--- src/rtl/cpu_ctrl_pkg.sv ---
// Shared CPU control constants: ALU codes, opcodes, control FSM state encoding
// and the opcode class record produced by opcode_class_decode.
package cpu_ctrl_pkg;

  localparam logic [2:0] ALU_AND   = 3'b000;
  localparam logic [2:0] ALU_OR    = 3'b001;
  localparam logic [2:0] ALU_ADD   = 3'b010;
  localparam logic [2:0] ALU_XOR   = 3'b011;
  localparam logic [2:0] ALU_NOR   = 3'b100;
  localparam logic [2:0] ALU_SLT   = 3'b101;
  localparam logic [2:0] ALU_SUB   = 3'b110;
  localparam logic [2:0] ALU_RTYPE = 3'b111;

  localparam logic [5:0] OP_R    = 6'b000000;
  localparam logic [5:0] OP_J    = 6'b000010;
  localparam logic [5:0] OP_BEQ  = 6'b000100;
  localparam logic [5:0] OP_BNE  = 6'b000101;
  localparam logic [5:0] OP_ADDI = 6'b001000;
  localparam logic [5:0] OP_SLTI = 6'b001010;
  localparam logic [5:0] OP_ANDI = 6'b001100;
  localparam logic [5:0] OP_ORI  = 6'b001101;
  localparam logic [5:0] OP_LW   = 6'b100011;
  localparam logic [5:0] OP_SW   = 6'b101011;

  typedef enum logic [3:0] {
    S_IDLE   = 4'd0,
    S_FETCH  = 4'd1,
    S_DECODE = 4'd2,
    S_EXEC_R = 4'd3,
    S_WB_R   = 4'd4,
    S_EXEC_I = 4'd5,
    S_WB_I   = 4'd6,
    S_ADDR   = 4'd7,
    S_MEM_RD = 4'd8,
    S_WB_MEM = 4'd9,
    S_MEM_WR = 4'd10,
    S_BRANCH = 4'd11,
    S_JUMP   = 4'd12,
    S_TRAP   = 4'd13
  } state_t;

  typedef struct packed {
    logic r_type;
    logic imm;
    logic load;
    logic store;
    logic branch;
    logic jump;
    logic illegal;
  } op_class_t;

endpackage

--- src/rtl/opcode_class_decode.sv ---
// Combinational opcode -> one-hot instruction class, plus the ALU code and
// immediate-extension mode used by the I-type execute step.
module opcode_class_decode
  import cpu_ctrl_pkg::*;
(
  input  logic [5:0] opcode,
  output op_class_t  op_class,
  output logic [2:0] imm_alu,
  output logic       imm_zext
);

  always_comb begin
    op_class = '0;
    imm_alu  = ALU_ADD;
    imm_zext = 1'b0;
    case (opcode)
      OP_R:           op_class.r_type = 1'b1;
      OP_J:           op_class.jump   = 1'b1;
      OP_BEQ, OP_BNE: op_class.branch = 1'b1;
      OP_LW:          op_class.load   = 1'b1;
      OP_SW:          op_class.store  = 1'b1;
      OP_ADDI:        op_class.imm    = 1'b1;
      OP_SLTI: begin
        op_class.imm = 1'b1;
        imm_alu      = ALU_SLT;
      end
      OP_ANDI: begin
        op_class.imm = 1'b1;
        imm_alu      = ALU_AND;
        imm_zext     = 1'b1;
      end
      OP_ORI: begin
        op_class.imm = 1'b1;
        imm_alu      = ALU_OR;
        imm_zext     = 1'b1;
      end
      default:        op_class.illegal = 1'b1;
    endcase
  end

endmodule

--- src/rtl/multicycle_main_control.sv ---
// Multicycle MIPS-subset main control FSM (Moore; FETCH ir/pc writes gated by mem_ready).
// Unknown opcodes trap when MC_CONTROL_ILLEGAL_TRAP_EN is defined, else run as a NOP.
module multicycle_main_control
  import cpu_ctrl_pkg::*;
(
  input  logic       clk,
  input  logic       reset,
  input  logic [5:0] opcode,
  input  logic       mem_ready,
  output logic [2:0] ALUop,
  output logic       pc_write,
  output logic       pc_write_cond,
  output logic       branch_ne,
  output logic [1:0] pc_src,
  output logic       ir_write,
  output logic       mem_read,
  output logic       mem_write,
  output logic       i_or_d,
  output logic       reg_write,
  output logic       reg_dst,
  output logic       mem_to_reg,
  output logic       alu_src_a,
  output logic [1:0] alu_src_b,
  output logic       ext_zero,
  output logic [3:0] state_out,
  output logic       illegal_op
);

  state_t     state_q, state_d;
  logic [5:0] opcode_q;
  logic [5:0] dec_opcode;
  op_class_t  op_class;
  logic [2:0] imm_alu;
  logic       imm_zext;

  // The IR settles after FETCH, so DECODE reads the live opcode; later states use the copy.
  assign dec_opcode = (state_q == S_DECODE) ? opcode : opcode_q;

  opcode_class_decode u_dec (
    .opcode   (dec_opcode),
    .op_class (op_class),
    .imm_alu  (imm_alu),
    .imm_zext (imm_zext)
  );

  always_ff @(posedge clk) begin
    if (reset) begin
      state_q  <= S_IDLE;
      opcode_q <= '0;
    end else begin
      state_q <= state_d;
      if (state_q == S_DECODE) opcode_q <= opcode;
    end
  end

  always_comb begin
    state_d = state_q;
    case (state_q)
      S_IDLE:   state_d = S_FETCH;
      S_FETCH:  if (mem_ready) state_d = S_DECODE;
      S_DECODE: begin
        if (op_class.r_type)                       state_d = S_EXEC_R;
        else if (op_class.imm)                     state_d = S_EXEC_I;
        else if (op_class.load || op_class.store)  state_d = S_ADDR;
        else if (op_class.branch)                  state_d = S_BRANCH;
        else if (op_class.jump)                    state_d = S_JUMP;
`ifdef MC_CONTROL_ILLEGAL_TRAP_EN
        else if (op_class.illegal)                 state_d = S_TRAP;
`else
        else if (op_class.illegal)                 state_d = S_FETCH;
`endif
        else                                       state_d = S_FETCH;
      end
      S_EXEC_R: state_d = S_WB_R;
      S_EXEC_I: state_d = S_WB_I;
      S_ADDR:   state_d = op_class.load ? S_MEM_RD : S_MEM_WR;
      S_MEM_RD: if (mem_ready) state_d = S_WB_MEM;
      S_MEM_WR: if (mem_ready) state_d = S_FETCH;
      S_WB_R, S_WB_I, S_WB_MEM, S_BRANCH, S_JUMP: state_d = S_FETCH;
`ifdef MC_CONTROL_ILLEGAL_TRAP_EN
      S_TRAP:   state_d = S_TRAP;
`endif
      default:  state_d = S_IDLE;
    endcase
  end

  always_comb begin
    ALUop         = ALU_ADD;
    pc_write      = 1'b0;
    pc_write_cond = 1'b0;
    branch_ne     = 1'b0;
    pc_src        = 2'b00;
    ir_write      = 1'b0;
    mem_read      = 1'b0;
    mem_write     = 1'b0;
    i_or_d        = 1'b0;
    reg_write     = 1'b0;
    reg_dst       = 1'b0;
    mem_to_reg    = 1'b0;
    alu_src_a     = 1'b0;
    alu_src_b     = 2'b00;
    ext_zero      = 1'b0;
    case (state_q)
      S_IDLE, S_TRAP: ALUop = 3'b000;
      S_FETCH: begin
        mem_read  = 1'b1;
        alu_src_b = 2'b01;
        ir_write  = mem_ready;
        pc_write  = mem_ready;
      end
      S_DECODE: alu_src_b = 2'b11;
      S_EXEC_R: begin
        alu_src_a = 1'b1;
        ALUop     = ALU_RTYPE;
      end
      S_WB_R: begin
        reg_dst   = 1'b1;
        reg_write = 1'b1;
      end
      S_EXEC_I: begin
        alu_src_a = 1'b1;
        alu_src_b = 2'b10;
        ALUop     = imm_alu;
        ext_zero  = imm_zext;
      end
      S_WB_I: reg_write = 1'b1;
      S_ADDR: begin
        alu_src_a = 1'b1;
        alu_src_b = 2'b10;
      end
      S_MEM_RD: begin
        mem_read = 1'b1;
        i_or_d   = 1'b1;
      end
      S_WB_MEM: begin
        reg_write  = 1'b1;
        mem_to_reg = 1'b1;
      end
      S_MEM_WR: begin
        mem_write = 1'b1;
        i_or_d    = 1'b1;
      end
      S_BRANCH: begin
        alu_src_a     = 1'b1;
        ALUop         = ALU_SUB;
        pc_write_cond = 1'b1;
        pc_src        = 2'b01;
        branch_ne     = (opcode_q == OP_BNE);
      end
      S_JUMP: begin
        pc_write = 1'b1;
        pc_src   = 2'b10;
      end
      default: ;
    endcase
  end

  assign state_out = state_q;
`ifdef MC_CONTROL_ILLEGAL_TRAP_EN
  assign illegal_op = (state_q == S_TRAP);
`else
  assign illegal_op = 1'b0;
`endif

endmodule
--- config.mk ---
export PLATFORM = sky130hd
export DESIGN_NAME = multicycle_main_control
export DESIGN_NICKNAME = d
export VERILOG_FILES = /design/src/rtl/cpu_ctrl_pkg.sv /design/src/rtl/opcode_class_decode.sv /design/src/rtl/multicycle_main_control.sv
export SDC_FILE = /design/constraint.sdc
export NUM_CORES = 1
export LEC_CHECK = 0
export CORE_MARGIN = 5
export CORE_UTILIZATION = 39
export DETAILED_ROUTE_END_ITERATION = 6
export PLACE_DENSITY = 0.79
export RECOVER_POWER = 50
export SLEW_MARGIN = 20
export SYNTH_ARGS = -nofsm -noshare
export SYNTH_HDL_FRONTEND = slang
export SYNTH_SLANG_ARGS = --single-unit
--- constraint.sdc ---
create_clock -name clk -period 1.9 [get_ports clk]
set_input_delay 0.19 -clock clk [delete_from_list [all_inputs] [get_ports clk]]
set_output_delay 0.19 -clock clk [all_outputs]
set_load 0.005 [all_outputs]
==> impl_metrics.csv <==
group,metric,value,unit
worst_setup_path,start_kind,"flop",
floorplan,initial_utilization,40.5,%
timing,finalCritPeriodShare,101,%
floorplan,core,2210,um^2
synth,async_reset_ff_share,0,%
worst_setup_path,crit_required,1.71,ns
synth,synth-main-ff-cell,"dfxtp_1",
run_status,outcome,"finished, violations left",
timing,finalMaxSlewViolations,0,
worst_setup_path,crit_path_cell_trace,"nor4b_4 > buf_4 > mux2i_2 > nor4_1 > a21o_1 > buf_2",
run_status,violations,"negative setup slack",
timing,setup_violations,1,
drt,vias,1127,
floorplan,die_w,57.9,um
finish,utilization,68.8,%
power,power.total,653,uW
clock_network,cts-root-buf,"clkbuf_4",
synth,synth_edf_count,0,
finish,fillers,188,
finish,final_nets,189,
worst_setup_path,crit_family,"simple AND/OR/NAND/NOR gates",
worst_setup_path,worstSetupPathType,"flop to output port",
grt,antenna_found_initial,0,
worst_setup_path,endpoint_kind,"output port",
timing,period_needed,1.92,ns
floorplan,die_y,57.9,um
worst_setup_path,arrival,1.73,ns
timing,rsz0062_at_grt,"yes",
power,power.density,429,nW/um^2
place,dpl-instance-area,1350,um^2
timing,finalHoldViolCount,0,
drt,viasPerCell,5.47,
clock_network,clk_latency,0.26,ns
grt,grtUsageTotal,17.6,%
synth,synthesis.area,896,um^2
clock_network,cts_hold_buf,0,
drt,finalWirelength,2930,um
drt,wl_met3,121,um
synth,synthTopCellsByCount,"17 x nand2_1, 13 x nor2_1, 10 x dfxtp_1, 7 x a21oi_1, 7 x nor2b_1",
finish,stdcell_area,1520,um^2
drt,wl_met2,1510,um
synth,syn_avg_cell_area,6.94,um^2
synth,synth_fp_nets,138,
floorplan,dieArea,3360,um^2
grt,grt_pass1_vias,1087,
synth,ys_types,42,
synth,ys_ff_latch,10,
drt,drc,0,
timing,fmax,520,MHz
synth,yosysTopAreaCell,"dfxtp_1",
finish,n_antenna_cell,0,
finish,area_growth,69.8,%
floorplan,io_pins,33,
clock_network,cts_buffer_depth,2,
power,ir_worst_vdd,308,uV
timing,finalSetupTns,-0.0221,ns
place,hpwlAfterDp,2210,um
synth,synthMostInstantiatedCell,"nand2_1",
power,p_leak,0.719,nW
place,place_congestion,0.941,
drt,ant_nets,0,
synth,synth_area_leaders,"dfxtp_1 22%, nand2_1 7.1%, nor2_1 5.4%",
finish,drive_above_1_share,32.6,%
place,dpl_worst_slack,-0.0210,ns
hold_path,hold_path_class,"flop to flop",
worst_setup_path,path_buf_inv,2,
drt,drt_iter0_markers,36,
clock_network,tritoncts,"yes",
place,numPortBuffers,31,
synth,seq_area_frac_synth,22.3,%
grt,overflow,0,
flow_run,maxCapViolCount,0,
worst_setup_path,crit_slowest_cell,"dfxtp_4",
clock_network,htree_levels,1,
worst_setup_path,worst-path-max-fanout,4,
drt,dr.pass1.iters,4,
drt,met1_length,1250,um
synth,yosysWarnings,0,
grt,grt_pass1_wl,4720,um
drt,wl_per_cell,14.2,um
clock_network,clock-sinks,10,
timing,setup_ws,-0.0221,ns
synth,synth_top_area_share,22.3,%
synth,syn_inst,129,
floorplan,rows,17,
worst_setup_path,max_stage_delay,0.36,ns
drt,highest_layer,"met4",
clock_network,clk_pin_slew,0.06,ns
timing,fin_skew,0.00705,ns
grt,grt_max_degree,17,
clock_network,cts_buffers,3,
final cells by class:
cell class,count,area [um^2],share of cell area [%]
clock buffer,3,22.5,1.48
sequential,10,219,14.4
inverter,3,11.3,0.740
timing repair buffer,58,532,35.0
tap,28,35.0,2.30
multi-input combinational,104,702,46.1
final timing paths:
kind | startpoint | to | slack (ns) | cells past startpoint
max | state_out[2]$_SDFFE_PP0P_ | ALUop[0] | -0.02 | 6
min | opcode_q[3]$_SDFF_PP0_ | opcode_q[3]$_SDFF_PP0_ | 0.47 | 2
max reg2reg | state_out[3]$_SDFFE_PP0P_ | state_out[1]$_SDFFE_PP0P_ | 0.05 | 5
min reg2reg | opcode_q[3]$_SDFF_PP0_ | opcode_q[3]$_SDFF_PP0_ | 0.47 | 2
registers in the layout, summed over array words and instances, names as in the netlist:
| name | count |
|---|---|
| opcode_q | 6 |
| state_out | 4 |
report_power, final:
part | internal, mW | switching (mW)
clock network | 0.0729 | 0.0668
registers | 0.219 | 0.0165
logic | 0.156 | 0.122
per-layer routing:
layer,track usage [%],up-vias
met1,21.3,536
met5,0,-
met3,2.67,6
met4,5.63,0
li1,-,558
met2,31.8,27
layout by cell type (no fill, tap or decap), types with 4 or more instances in the layout:
master and count:
nand4_1 4, dfxtp_4 4, nand2_1 16, nor2b_1 5
nor2_1 13, buf_4 23, clkdlybuf4s50_1 19, buf_6 4
a21oi_1 7, dlymetal6s2s_1 7
worst min-delay path: cells and delay by family (launching register included):
kind,cells,cell delay [ns]
AND/OR/NAND/NOR,1,0.05
AO/OA/AOI/OAI,1,0.05
flip-flops,1,0.33
stage by stage:
step           instances  hold slack (ns)
6_report             206            0.474
5_1_grt              206            0.486
4_1_cts              205            0.482
3_5_place_dp         199            0.464
3_3_place_gp         199            0.459
2_1_floorplan        129            0.326
timing repair:
item                                    in CTS  in global routing
pin swaps                                    5                  7
endpoints found under the setup margin      15                 13
setup buffers                                3                  2
gates resized for setup                     33                 18
kinds of logic (layout without fill, tap and decap cells):
kind of cell              count (synthesis)  in the layout  share of synthesized area [%]
other                                     1              1                          0.419
AOI/OAI and AO/OA                        28             28                           20.7
xor gates and xnor gates                  3              3                           2.93
muxes                                     3              3                           3.35
DFF                                      10             10                           22.3
buffers and inverters                    15             64                           8.24
and+or+nand+nor                          69             69                           42.0
No activity file was read; power rests on OpenSTA's default activity.
